`src/rtl/mem_port_arbiter.sv`:
```
// Two-port memory arbiter: CPU has priority, I/O loader wins after
// STARVE_MAX consecutive lost arbitrations.
module mem_port_arbiter #(
    parameter int ADDR_W     = 16,
    parameter int DATA_W     = 16,
    parameter int STARVE_MAX = 4
) (
    input  logic              clock,
    input  logic              rst,

    input  logic              cpu_req,
    input  logic              cpu_we,
    input  logic [ADDR_W-1:0] cpu_addr,
    input  logic [DATA_W-1:0] cpu_wdata,
    output logic              cpu_gnt,
    output logic              cpu_done,
    output logic [DATA_W-1:0] cpu_rdata,

    input  logic              io_req,
    input  logic              io_we,
    input  logic [ADDR_W-1:0] io_addr,
    input  logic [DATA_W-1:0] io_wdata,
    output logic              io_gnt,
    output logic              io_done,
    output logic [DATA_W-1:0] io_rdata,

    output logic [ADDR_W-1:0] mem_addr,
    output logic [DATA_W-1:0] mem_wdata,
    output logic              mem_write,
    output logic              mem_read,
    input  logic [DATA_W-1:0] mem_rdata
);

    localparam int CNT_W = (STARVE_MAX > 0) ? $clog2(STARVE_MAX + 1) : 1;
    localparam logic [CNT_W-1:0] CNT_MAX = CNT_W'(STARVE_MAX);

    typedef enum logic [1:0] {
        IDLE   = 2'd0,
        ACCESS = 2'd1,
        RESP   = 2'd2
    } state_t;

    typedef enum logic {
        OWN_CPU = 1'b0,
        OWN_IO  = 1'b1
    } owner_t;

    state_t             state;
    state_t             state_nxt;
    owner_t             owner;
    logic               lat_we;
    logic [ADDR_W-1:0]  lat_addr;
    logic [DATA_W-1:0]  lat_wdata;
    logic [CNT_W-1:0]   starve_cnt;

    logic               arb_cycle;
    logic               io_win;
    logic               cpu_win;

    assign arb_cycle = (state == IDLE) || (state == RESP);
    assign io_win    = arb_cycle && io_req &&
                       (!cpu_req || (starve_cnt == CNT_MAX));
    assign cpu_win   = arb_cycle && cpu_req && !io_win;

    // State, owner, latched request and starvation counter
    always_ff @(posedge clock) begin
        if (rst) begin
            state      <= IDLE;
            owner      <= OWN_CPU;
            lat_we     <= 1'b0;
            lat_addr   <= '0;
            lat_wdata  <= '0;
            starve_cnt <= '0;
        end else begin
            state <= state_nxt;
            if (cpu_win) begin
                owner     <= OWN_CPU;
                lat_we    <= cpu_we;
                lat_addr  <= cpu_addr;
                lat_wdata <= cpu_wdata;
            end else if (io_win) begin
                owner     <= OWN_IO;
                lat_we    <= io_we;
                lat_addr  <= io_addr;
                lat_wdata <= io_wdata;
            end
            if (io_win) begin
                starve_cnt <= '0;
            end else if (cpu_win && io_req && (starve_cnt != CNT_MAX)) begin
                starve_cnt <= starve_cnt + 1'b1;
            end
        end
    end

    always_comb begin
        state_nxt = IDLE;
        unique case (state)
            ACCESS:  state_nxt = RESP;
            default: state_nxt = (cpu_win || io_win) ? ACCESS : IDLE;
        endcase
    end

    // Address/data follow the latch, which only moves on a win,
    // so they hold their last value outside ACCESS.
    always_comb begin
        mem_addr  = lat_addr;
        mem_wdata = lat_wdata;
        mem_write = 1'b0;
        mem_read  = 1'b0;
        cpu_gnt   = 1'b0;
        io_gnt    = 1'b0;
        cpu_done  = 1'b0;
        io_done   = 1'b0;
        cpu_rdata = '0;
        io_rdata  = '0;
        unique case (state)
            ACCESS: begin
                mem_write = lat_we;
                mem_read  = ~lat_we;
                cpu_gnt   = (owner == OWN_CPU);
                io_gnt    = (owner == OWN_IO);
            end
            RESP: begin
                cpu_done = (owner == OWN_CPU);
                io_done  = (owner == OWN_IO);
                if (!lat_we) begin
                    unique case (1'b1)
                        (owner == OWN_CPU): cpu_rdata = mem_rdata;
                        (owner == OWN_IO):  io_rdata  = mem_rdata;
                    endcase
                end
            end
            default: begin
            end
        endcase
    end

endmodule

```
`config.mk`:
```
export PLATFORM = sky130hd
export DESIGN_NAME = mem_port_arbiter
export DESIGN_NICKNAME = d
export VERILOG_FILES = /design/src/rtl/mem_port_arbiter.sv
export SDC_FILE = /design/constraint.sdc
export NUM_CORES = 1
export LEC_CHECK = 0
export ABC_AREA = 1
export CAP_MARGIN = 20
export CORE_ASPECT_RATIO = 0.6
export CORE_MARGIN = 3
export CORE_UTILIZATION = 32
export DETAILED_ROUTE_END_ITERATION = 10
export PLACE_DENSITY = 0.78
export SLEW_MARGIN = 20
export SYNTH_ARGS = -nofsm -noshare
export SYNTH_HDL_FRONTEND = slang
export SYNTH_SLANG_ARGS = --single-unit
```
`constraint.sdc`:
```
create_clock -name clock -period 1.4 [get_ports clock]
set_input_delay 0.21 -clock clock [delete_from_list [all_inputs] [get_ports clock]]
set_output_delay 0.21 -clock clock [all_outputs]
set_load 0.005 [all_outputs]
```
==> out/qor.yml <==
outcome:
  status: "finished with violations"
  violations: "setup timing"
logic_synthesis:
  synth_fp_nets: 451
  yosys.area.top_type: "dfxtp_1"
  synthCells: 363
  syn-cell-area_um2: 2212
  synthArstFlopShare: 0
  synth_top_area_frac: 0.3529
  seq_area_frac_synth: 0.3529
  synth_cell_types: 19
  synth_ff_type: "dfxtp_1"
  synth_commonest_cells: "96 x nand2_1, 77 x inv_1, 53 x nand3_1"
  yosysWarnings: 0
  synth-seq-cells: 39
  synth_edf_count: 0
  yosysMostFrequentCell: "nand2_1"
  postSynthAreaPerCell_um2: 6.094
  synth_area_leaders: "dfxtp_1 35%, nand2_1 16%, inv_1 13%"
sta:
  fin_ws_ns: -0.1938
  fin_crit_ns: 1.594
  rsz0062_at_grt: "true"
  relSlewSlack: 0.8137
  slew_violations: 0
  finClkSkew_ns: 0.004911
  fin_crit_sh: 1.138
  fmax_mhz: 627.4
  finalSetupViolations: 35
  timing_hold_violations_final: 0
  finalSetupTns_ns: -3.629
  worst_pin_slew_ns: 0.2785
  whs_ns: 0.3753
layout:
  finish.utilization: 0.7384
  nets: 641
  drive_gt1_frac: 0.3032
  fin_cells: 638
  area_growth_pct: 113.2
  antenna_cells: 0
min_path:
  min_from: "io_req"
  hp-class: "in -> reg"
clock_tree:
  h-tree-depth: 2
  cts_tree: "yes"
  clk_pin_slew_ns: 0.06
  clock_sinks: 39
  cts_max_path_buffers: 2
  clk_latency_ns: 0.27
  numCtsBuffers: 5
  cts_root_buffer: "clkbuf_16"
  cts_hold_buffers: 0
global_routing:
  grt_usage: 0.2065
  grt_max_degree: 32
  grt_pass1_vias: 2810
  grt-ovfl-total: 0
  grt_pass1_wl_mm: 13.49
  antenna_found_initial: 0
critical_path:
  critPathLaunchType: "flop"
  crit_buf_inv: 4
  worstPathMaxFanout: 9
  criticalPathCategory: "reg -> out"
  end_kind: "output port"
  crit_start: "state[1]"
  cpPeakStageDelay_ns: 0.32
  cpLargestDelayFamily: "buffers and inverters"
  critPathArrivalTime_ns: 1.38
  required_ns: 1.19
  worstPathCellList: "inv_2 -> nor2_4 -> nand2_2 -> buf_12 -> buf_4 -> nor3_2 -> buf_2"
  slowest_stage: "dfxtp_2"
  reg2reg_from: "state[0]"
routing:
  wirelength_mm: 9.263
  routedWlPerCell_um: 14.52
  drtAntennaViolNets: 0
  drc_errors: 0
  first_pass_iters: 4
  via_per_inst: 4.661
  vias: 2974
  drtIter0Drc: 123
floorplanning:
  rows: 22
  start_util: 0.3464
  dieArea_um2: 7980
  ios: 156
  die_w_um: 113.3
  core_um2: 6386
  dieHeight_um: 70.41
power:
  ir_worst_vdd_v: 0.0005123
  power_density_nw_per_um2: 760.4
  p_leak_nw: 2.371
placed_design:
  routabilityCongestion: 0.8320
  dpl.hpwl_mm: 6.758
  portBuffers: 155
  dp_slack_ns: -0.3118
  placed_cells: 614
job:
  max_cap_violations: 0
-- worst reg2reg max path, stage by stage (launching register included) --
cell and delay (ns):
dfxtp_2 0.33, buf_4 0.16, nor2_4 0.16, nand2_8 0.11, nand2_8 0.16, clkbuf_16 0.18
nand2_4 0.04, nand3_2 0.05, nand2_1 0.06
-- final timing paths --
| check | end | slack (ns) | cells after the start |
|---|---|---|---|
| worst max-delay path | cpu_rdata[15] | -0.19 | 7 |
| worst max register to register | mem_addr[14] | 0.04 | 8 |
| worst min-delay path | starve_cnt[0] | 0.38 | 5 |
| worst min register to register | mem_wdata[1] | 0.45 | 2 |
-- stage by stage --
| stage | cell area, um^2 | power (mW) |
|---|---|---|
| after global routing | 4716 | 3.775 |
| final | 4716 | 3.586 |
| after floorplan | 2215 | 1.660 |
| after CTS | 4305 | 3.452 |
| after global placement | 4084 | 2.314 |
| after detailed placement | 4084 | 2.341 |
-- cells in the final DEF (no fill, tap or decap), types with 11 or more instances in the layout --
master	netlist	final
clkdlybuf4s50_1	0	116
nor3_4	0	11
o21ai_0	15	15
nand2_2	4	11
inv_1	77	74
buf_2	5	34
nand3_1	53	44
dfxtp_1	39	35
buf_4	2	27
nand2_1	96	81
nor3_2	0	20
a21oi_1	11	11
-- state kept, by name (all words and copies together), names as in the netlist --
| signal | count |
|---|---|
| owner | 1 |
| starve_cnt | 3 |
| mem_wdata | 16 |
| mem_addr | 16 |
| state | 2 |
| lat_we | 1 |
-- report_power, final --
part / leakage [nW] / internal (mW) / total, mW / switching, mW
combinational: 1.98 / 0.700 / 1.25 / 0.548
clock: 0.0679 / 0.657 / 1.06 / 0.400
sequential: 0.325 / 1.22 / 1.28 / 0.0603
total: 2.37 / 2.58 / 3.59 / 1.01
-- logic make-up (layout without fill, tap and decap cells) --
kind of cell / count (synthesis) / after routing / synth area share
adder cells (fa/ha/maj): 2 / 2 / 0.01131
AO/OA/AOI/OAI: 27 / 27 / 0.06618
flip-flops: 39 / 39 / 0.3529
buffers and inverters: 99 / 290 / 0.1776
AND/OR/NAND/NOR: 196 / 196 / 0.3920
-- final cells by class --
| type | count | area, um^2 |
|---|---|---|
| Multi-Input combinational cell | 225 | 1438 |
| Tap cell | 84 | 105.1 |
| Clock inverter | 1 | 5.005 |
| Clock buffer | 7 | 132.6 |
| Inverter | 80 | 302.8 |
| Timing Repair Buffer | 202 | 1947 |
| Fill cell | 498 | 1670 |
| Sequential cell | 39 | 785.8 |
-- metal layers --
layer / track usage / share of wire
met1: 0.2612 / 0.43
met2: 0.3556 / 0.49
met3: 0.05281 / 0.063
met4: 0.04133 / 0.016
met5: 0 / 0
-- what timing repair did --
| item | CTS | global route |
|---|---|---|
| pin swaps | 3 | 11 |
| endpoints found under the setup margin | 57 | 73 |
| resized for setup | 181 | 70 |
| buffers inserted | 8 | 3 |
| gates cloned | 0 | 5 |
(Power assumes the default switching activity.)
